## src/rtl/bram_uart_streamer_pkg.sv

```systemverilog
// Shared types for the BRAM-to-UART streamer.
// Holds the streamer FSM states and the baud divisor helper.
package bram_uart_streamer_pkg;

  typedef enum logic [2:0] {
    S_IDLE,
    S_FETCH,
    S_WAIT,
    S_LOAD,
    S_SEND,
    S_DONE
  } state_e;

  // Clock cycles per UART bit, rounded to nearest.
  function automatic int unsigned uart_div(
    input int unsigned clk_freq,
    input int unsigned baud
  );
    return (clk_freq + baud / 2) / baud;
  endfunction

endpackage

```

## src/rtl/bram_uart_streamer_uart_tx.sv

```systemverilog
// uart_tx_byte: 8N1 serialiser, one byte per valid/ready handshake.
// Ports: clk, rstn, tx_valid, tx_data[7:0], tx_ready, tx (idle high).
module uart_tx_byte
  import bram_uart_streamer_pkg::*;
#(
  parameter int unsigned CLK_FREQ = 100_000_000,
  parameter int unsigned BAUD     = 115200
) (
  input  logic       clk,
  input  logic       rstn,
  input  logic       tx_valid,
  input  logic [7:0] tx_data,
  output logic       tx_ready,
  output logic       tx
);

  localparam int unsigned DIV = uart_div(CLK_FREQ, BAUD);
  localparam int CW = (DIV > 1) ? $clog2(DIV) : 1;

  logic [CW-1:0] cnt_q;
  logic [3:0]    bit_q;
  logic [7:0]    sh_q;
  logic          busy_q;
  logic          tx_q;
  logic          bit_end;
  logic          last;
  logic          accept;

  assign bit_end  = busy_q && (cnt_q == CW'(DIV - 1));
  // Ready in the final stop-bit cycle so the next byte can
  // be handed over without an extra idle cycle.
  assign last     = bit_end && (bit_q == 4'd9);
  assign tx_ready = !busy_q || last;
  assign accept   = tx_valid && tx_ready;
  assign tx       = tx_q;

  always_ff @(posedge clk or negedge rstn) begin
    if (!rstn) begin
      cnt_q  <= '0;
      bit_q  <= '0;
      sh_q   <= '0;
      busy_q <= 1'b0;
      tx_q   <= 1'b1;
    end else if (accept) begin
      cnt_q  <= '0;
      bit_q  <= '0;
      sh_q   <= tx_data;
      busy_q <= 1'b1;
      tx_q   <= 1'b0;
    end else if (busy_q) begin
      if (bit_end) begin
        cnt_q <= '0;
        if (bit_q == 4'd9) begin
          busy_q <= 1'b0;
          bit_q  <= '0;
        end else begin
          bit_q <= bit_q + 4'd1;
          if (bit_q == 4'd8) begin
            tx_q <= 1'b1;
          end else begin
            tx_q <= sh_q[0];
            sh_q <= sh_q >> 1;
          end
        end
      end else begin
        cnt_q <= cnt_q + CW'(1);
      end
    end
  end

endmodule

```

## src/rtl/bram_uart_streamer.sv

```systemverilog
// Streams BRAM bytes 0..N-1 out of the UART as 8N1 frames.
// Ports: clk, rstn, start, byte_count, pause, bram_addr/bram_data,
// uart_tx, busy, done, tx_count.
module bram_uart_streamer
  import bram_uart_streamer_pkg::*;
#(
  parameter int unsigned CLK_FREQ = 100_000_000,
  parameter int unsigned BAUD     = 115200,
  parameter int unsigned ADDR_W   = 10
) (
  input  logic              clk,
  input  logic              rstn,
  input  logic              start,
  input  logic [ADDR_W:0]   byte_count,
  input  logic              pause,
  output logic [ADDR_W-1:0] bram_addr,
  input  logic [7:0]        bram_data,
  output logic              uart_tx,
  output logic              busy,
  output logic              done,
  output logic [ADDR_W:0]   tx_count
);

  state_e            state_q, state_d;
  logic [ADDR_W:0]   len_q, len_d;
  logic [ADDR_W:0]   idx_q, idx_d;
  logic [ADDR_W:0]   txc_q, txc_d;
  logic [ADDR_W-1:0] addr_q, addr_d;
  logic [ADDR_W:0]   idx_nxt;
  logic              tx_valid;
  logic              tx_ready;

  // idx is one bit wider than the address so a full-depth
  // transfer terminates instead of wrapping.
  assign idx_nxt = idx_q + (ADDR_W + 1)'(1);

  always_comb begin
    state_d  = state_q;
    len_d    = len_q;
    idx_d    = idx_q;
    txc_d    = txc_q;
    addr_d   = addr_q;
    tx_valid = 1'b0;
    unique case (state_q)
      S_IDLE: begin
        if (start) begin
          len_d   = byte_count;
          idx_d   = '0;
          txc_d   = '0;
          addr_d  = '0;
          state_d = (byte_count == '0) ? S_DONE : S_FETCH;
        end
      end
      S_FETCH: begin
        if (!pause) begin
          addr_d  = idx_q[ADDR_W-1:0];
          state_d = S_WAIT;
        end
      end
      S_WAIT: state_d = S_LOAD;
      S_LOAD: begin
        tx_valid = 1'b1;
        if (tx_ready) state_d = S_SEND;
      end
      S_SEND: begin
        if (tx_ready) begin
          txc_d   = txc_q + (ADDR_W + 1)'(1);
          idx_d   = idx_nxt;
          state_d = (idx_nxt == len_q) ? S_DONE : S_FETCH;
        end
      end
      S_DONE:  state_d = S_IDLE;
      default: state_d = S_IDLE;
    endcase
  end

  always_ff @(posedge clk or negedge rstn) begin
    if (!rstn) begin
      state_q <= S_IDLE;
      len_q   <= '0;
      idx_q   <= '0;
      txc_q   <= '0;
      addr_q  <= '0;
    end else begin
      state_q <= state_d;
      len_q   <= len_d;
      idx_q   <= idx_d;
      txc_q   <= txc_d;
      addr_q  <= addr_d;
    end
  end

  assign busy = (state_q == S_FETCH) || (state_q == S_WAIT) ||
                (state_q == S_LOAD)  || (state_q == S_SEND);
  assign done      = (state_q == S_DONE);
  assign bram_addr = addr_q;
  assign tx_count  = txc_q;

  uart_tx_byte #(
    .CLK_FREQ (CLK_FREQ),
    .BAUD     (BAUD)
  ) u_tx (
    .clk      (clk),
    .rstn     (rstn),
    .tx_valid (tx_valid),
    .tx_data  (bram_data),
    .tx_ready (tx_ready),
    .tx       (uart_tx)
  );

endmodule

```

## config.mk

```make
export PLATFORM = sky130hd
export DESIGN_NAME = bram_uart_streamer
export DESIGN_NICKNAME = d
export VERILOG_FILES = /design/src/rtl/bram_uart_streamer_pkg.sv /design/src/rtl/bram_uart_streamer_uart_tx.sv /design/src/rtl/bram_uart_streamer.sv
export SDC_FILE = /design/constraint.sdc
export NUM_CORES = 1
export LEC_CHECK = 0
export BUFFER_PORTS_ARGS = -buffer_cell sky130_fd_sc_hd__buf_2
export CORE_ASPECT_RATIO = 1.25
export CORE_MARGIN = 3
export CORE_UTILIZATION = 53
export DETAILED_ROUTE_END_ITERATION = 8
export PLACE_DENSITY = 0.73
export SLEW_MARGIN = 30
export SYNTH_ARGS = -nofsm -noshare
export SYNTH_HDL_FRONTEND = slang
export SYNTH_HIERARCHICAL = 1
export SYNTH_SLANG_ARGS = --single-unit
export TNS_END_PERCENT = 1
```

## constraint.sdc

```tcl
create_clock -name clk -period 6.81 [get_ports clk]
set_clock_uncertainty 0.1 [all_clocks]
set_input_delay 0 -clock clk [delete_from_list [all_inputs] [get_ports clk]]
set_output_delay 0 -clock clk [all_outputs]
set_load 0.02 [all_outputs]
```

* After elaboration in Yosys (flattened, before gate mapping)
Index checks and enable logic that the tools add are counted.
** Operators by class
- Equality and inequality tests :: 15
- $add $sub $neg :: 4
- Muxes and demuxes :: 37
- Reduce and logical (&&, ||, !) cells :: 21
** Operators with widths (number)
- $mux 10 :: 5
- $pmux 11 s2 :: 2
- $mux 8 :: 5
- $mux 11 :: 3
- $add 11x1->11 const B :: 2
- $pmux 10 s2 :: 1
- $mux 3 :: 6
- $mux 4 :: 4
- $pmux 3 s5 :: 1
- $eq 11x11->1 :: 1
- $logic_not 11->1 :: 1
- $add 10x1->10 const B :: 1
- $eq 10x10->1 const B :: 1
- $mux 1 :: 10
- $reduce_and 3->1 :: 3
- $eq 4x4->1 const B :: 2
- $ne 2x1->1 const B :: 4
- $reduce_and 4->1 :: 2
- $reduce_bool 2->1 :: 4
- $eq 3x2->1 const B :: 2
- $eq 3x3->1 const B :: 2
- $add 4x1->4 const B :: 1
- $logic_or 1x1->1 :: 4
- $ne 2x2->1 const B :: 2
- other kinds (5) :: 8
** Word-level totals
- Output and inout port bits :: 24
- Register bits after elaboration :: 70
- Input bits :: 23
- Word-level logic and storage cells :: 87

* Depth between registers and ports, before layout
- Word-level depth :: 7
- Depth in mapped cells :: 9
- Depth with buffers taken out :: 9

* By module
The synthesis kept the hierarchy.
** Modules (own cells, without submodules)
- bram_uart_streamer :: cells each 273, times used 1, seq. area each 1151.1 µm², area an instance 2432.3 µm²
- uart_tx_byte :: cells each 118, times used 1, seq. area each 601.8 µm², area an instance 1270.0 µm²

* Worst setup path before layout
No wires, ideal clock.
- Kind :: register -> register
- Start point :: register u_tx.cnt_q[0]
- End point :: register txc_q[3] (netlist: tx_count[3])
- Data required time :: 6574 ps
- Stages on the path, launching flop included :: 10
- Library setup time :: 136 ps
- Path slack :: 4321 ps
- Arrival time :: 2252 ps
- Buffers on the path :: 2
- Clock period less this slack :: 2489 ps
- Path through :: dfrtp_1 > ha_1 > nand4b_1 > nor4_2 > nand2b_1 > nand4bb_1 > clkbuf_1 > clkbuf_1 > o21ai_0 > a21oi_1
** Between the ends
- Longest elaborated chain between the ends :: 6
** RTL lines
- start, declared :: RTL line bram_uart_streamer_uart_tx.sv:20 : logic [CW-1:0] cnt_q;
- start signal, assigned :: RTL line bram_uart_streamer_uart_tx.sv:66 : cnt_q <= cnt_q + CW'(1);
- $eq 10x10->1 :: RTL line bram_uart_streamer_uart_tx.sv:29 : assign bit_end = busy_q && (cnt_q == CW'(DIV - 1));
- $logic_and 1x1->1 :: RTL line bram_uart_streamer_uart_tx.sv:29
- $logic_and 1x1->1 :: RTL line bram_uart_streamer_uart_tx.sv:32 : assign last = bit_end && (bit_q == 4'd9);
- $logic_or 1x1->1 :: RTL line bram_uart_streamer_uart_tx.sv:33 : assign tx_ready = !busy_q || last;
- net tx_ready :: RTL line bram_uart_streamer.sv:31 : logic tx_ready;
- $ne 2x1->1 (no line)
- $reduce_and 3->1 (no line)
- end signal, assigned :: RTL line bram_uart_streamer.sv:88 : txc_q <= txc_d;
- end, declared :: RTL line bram_uart_streamer.sv:27 : logic [ADDR_W:0] txc_q, txc_d;
The timed path passes the listed nets, and every way through them passes these cells.
A chain may end at the register's enable or synchronous reset.

* Worst setup path after layout
- Start point :: register u_tx.cnt_q[0]
- End point :: register txc_q[10] (netlist: tx_count[10])
The elaborated chain is that of the path after synthesis.

==> results.md <==
- PnR worst setup slack: 4000 ps
- Max Cap Violations: 0
- Finished Layout Cells: 540
- Via count: 3094
- P_leak: 2.01 nW
- # DRC: 0
- Worst-margin pin slew: 727 ps
- IO Pins: 47
- Die area: 8030 sq um
- Worst reg2reg endpoint: tx_count[10]
- CP Class: reg -> reg
- #FFs+latches synth: 70
- Setup TNS: 0 ps
- Port bufs: 46
- Delay of the slowest critical-path stage: 440 ps
- Post-Syn Area per Cell: 9.47 sq um
- Clock Path Buffers: 2
- Register area share after synthesis: 47.3%
- Hold Path Sink: state_q[0]
- Crit start category: register
- Mapped cell area: 3700 sq um
- F_max: 356 MHz
- GP Congestion: 0.883
- First-pass GRT wire length: 14.2 mm
- Min cycle time layout: 2810 ps
- Standard-cell rows: 33
- Vias in the first global route: 3056
- Post-synthesis simple-gate area fraction: 24.2%
- Clock Latency Late Sink: 330 ps
- Synth Net Count: 417
- Worst reg2reg path depth: 10
- Final Hold Fails: 0
- Post-Synth XOR/XNOR Area: 6.62%
- Largest net degree at the start of global routing: 71
- Crit-path cells: ha_1 -> nand4b_1 -> nor4_2 -> nand2b_1 -> nand4bb_1 -> buf_4 -> a211oi_4 -> nand4_1 -> xor2_1 -> nor2_1
- Final instance area: 4320 sq um
- Post-DP Area: 3950 sq um
- Synth async-reset ratio: 100%
- Register-to-register setup slack: 4000 ps
- Commonest non-fill, non-tap cells in the layout: dfrtp_1 (69), nand2_1 (68), buf_2 (46)
- HP Class: in -> reg
- Max_slew headroom: 51.5%
- R2r startpoint: u_tx/cnt_q[0]
- Routed len/inst: 14.8 um
- Clock sink total: 70
- Most common cell after layout, fill and taps aside: dfrtp_1
- Pwr dens: 298 nW/um^2
- Final Cycle Share: 41.2%
- Total global-route track usage: 22.5%
- Nets@finish: 476
- Syn Inst Count: 391
- CP required: 6900 ps
- H-Tree Depth: 3
- Avg Vias per Cell: 5.73
- Pre-antenna DRT Iters: 4
- TritonCTS Buffers: 9
- CP max FO: 23
- Util after Layout: 64.6%
- Core footprint: 6690 sq um
- Critical path arrival: 2900 ps
- Drt total wl: 7.97 mm
- Post-synthesis cell type count: 54
- Max Slew Vio Count: 0
- Yosys Warn Count: 6
- Setup Viol. Count Final: 0
- Largest family of logic cells by synthesized area: simple AND/OR/NAND/NOR gates
- ANT cells: 0
- Layout cells sized above 1: 17.4%
- Compound-Gate Fraction of Synth Area: 12.9%
- RSZ-0062 raised after global routing: no
- Number of enable flip-flop cells after synthesis: 0
- Pre-CTS worst setup slack: 4030 ps
- Top_reg_cell synth: dfrtp_1
- CP Capture Type: register
- Chip Height: 99.4 um
- Hold Path Stages: 4
- CTS tree: built
- VDD IR-drop max: 201 uV
- Final HPWL DP: 5.63 mm
- Worst hold start: start
- Multiplexer area fraction after synthesis: 4.19%
- Post-route ant nets: 0
- Initial drt markers: 137
- Reg clk slew, reported paths: 70 ps
- Clock root buffer: clkbuf_8
- Initial Utilization: 55.3%
- Status: finished, final reports clean
- Initial antenna violation count: 0
- Die Wd: 80.8 um
- Fill cells: 572
- Area Growth Syn to Fin: 16.7%
- Slowest cell on crit path: nor4_2
- Adder-Cell Fraction of Synth Area: 1.01%
- Placed Instances: 505
- Total grt overflow: 0
==> registers in the layout (all words and copies together), names as in the netlist <==
signal       count
idx_q           11
len_q           11
tx_count        11
bram_addr       10
u_tx/cnt_q      10
u_tx/sh_q        8
u_tx/bit_q       4
state_q          3
u_tx/busy_q      1
u_tx/tx          1
==> where the power goes <==
group	internal [mW]	switching, mW
combinational	0.176	0.206
sequential	0.513	0.113
clock	0.137	0.141
==> per-stage QoR <==
stage | power, mW | hold slack (ps)
floorplan | 0.908 | -396
global placement | 0.990 | 111
detailed placement | 1.01 | 111
CTS | 1.30 | 106
global route | 1.39 | 181
finish | 1.29 | 123
==> timing repair <==
action	4_1_cts	5_1_grt
endpoints found under the hold margin	90	0
setup buffers	0	0
hold buffers	21	0
resized for setup	0	0
==> logic make-up (layout without fill, tap and decap cells) <==
| logic type | Yosys count | after routing |
|---|---|---|
| AND/OR/NAND/NOR | 176 | 176 |
| flip-flops | 70 | 70 |
| multiplexers | 14 | 14 |
| XOR/XNOR | 28 | 28 |
| buffers and inverters | 30 | 92 |
| adder cells (fa/ha/maj) | 3 | 3 |
| AO/OA/AOI/OAI | 70 | 70 |
==> synthesized netlist by cell type (2+ instances only) <==
| master | count | area (sq um) |
|---|---|---|
| dfrtp_1 | 69 | 1730 |
| nand2_1 | 68 | 255 |
| nor2_1 | 33 | 124 |
| o21ai_0 | 30 | 150 |
| xnor2_1 | 14 | 123 |
| xor2_1 | 14 | 123 |
| clkbuf_1 | 13 | 48.8 |
| nand3_1 | 13 | 65.1 |
| mux2_2 | 12 | 135 |
| a22o_1 | 10 | 87.6 |
| inv_1 | 9 | 33.8 |
| nand4_1 | 8 | 50.1 |
| nor3_1 | 8 | 40.0 |
| nor4_1 | 7 | 43.8 |
| a21oi_1 | 6 | 30.0 |
| and2_1 | 5 | 31.3 |
| buf_2 | 5 | 25.0 |
| nor2b_1 | 5 | 31.3 |
| or3_1 | 5 | 31.3 |
| a221oi_1 | 3 | 26.3 |
| a31oi_1 | 3 | 18.8 |
| ha_1 | 3 | 37.5 |
| nand2b_1 | 3 | 18.8 |
| nor3b_1 | 3 | 22.5 |
| o2111ai_1 | 3 | 26.3 |
| o31ai_1 | 3 | 22.5 |
| or4_1 | 3 | 22.5 |
| and3_1 | 2 | 12.5 |
| buf_6 | 2 | 22.5 |
| mux2i_1 | 2 | 20.0 |
| nand4bb_1 | 2 | 22.5 |
| o21a_1 | 2 | 15.0 |
| or4b_1 | 2 | 20.0 |
==> worst max-delay path by stage <==
stage | slack [ps] | endpoint | startpoint | depth (start not counted)
after floorplan | 4320 | tx_count[3] | u_tx/cnt_q[0] | 9
after global placement | 4100 | tx_count[10] | u_tx/cnt_q[0] | 10
after detailed placement | 4030 | tx_count[10] | u_tx/cnt_q[0] | 10
after CTS | 4010 | tx_count[10] | u_tx/cnt_q[0] | 10
after global routing | 3780 | tx_count[10] | u_tx/cnt_q[0] | 10
final | 4000 | tx_count[10] | u_tx/cnt_q[0] | 10
==> critical path, delay by kind of cell (launching register included) <==
kind	cells	cell delay, ps
AND/OR/NAND/NOR	6	1200
flip-flops	1	400
AO/OA/AOI/OAI	1	320
adder cells (fa/ha/maj)	1	240
buffers and inverters	1	240
XOR/XNOR	1	150
==> cell type report <==
cell class,instances,area [sq um],area share (%)
clock buffer,12,145,3.36
clock inverter,2,10.0,0.232
inverter,9,33.8,0.782
multi-input combinational,291,1810,41.9
sequential,70,1750,40.6
tap,87,109,2.52
timing repair buffer,69,459,10.6
==> layer usage <==
metal  part of all wire, %  GRT usage (%)  up-vias
met3                   3.7           4.80       10
li1                      -              -     1510
met4                   1.6           8.19        0
met5                     0              0        -
met1                    44           28.2     1505
met2                    51           38.0       69
Power figures use the tool's default switching activity.
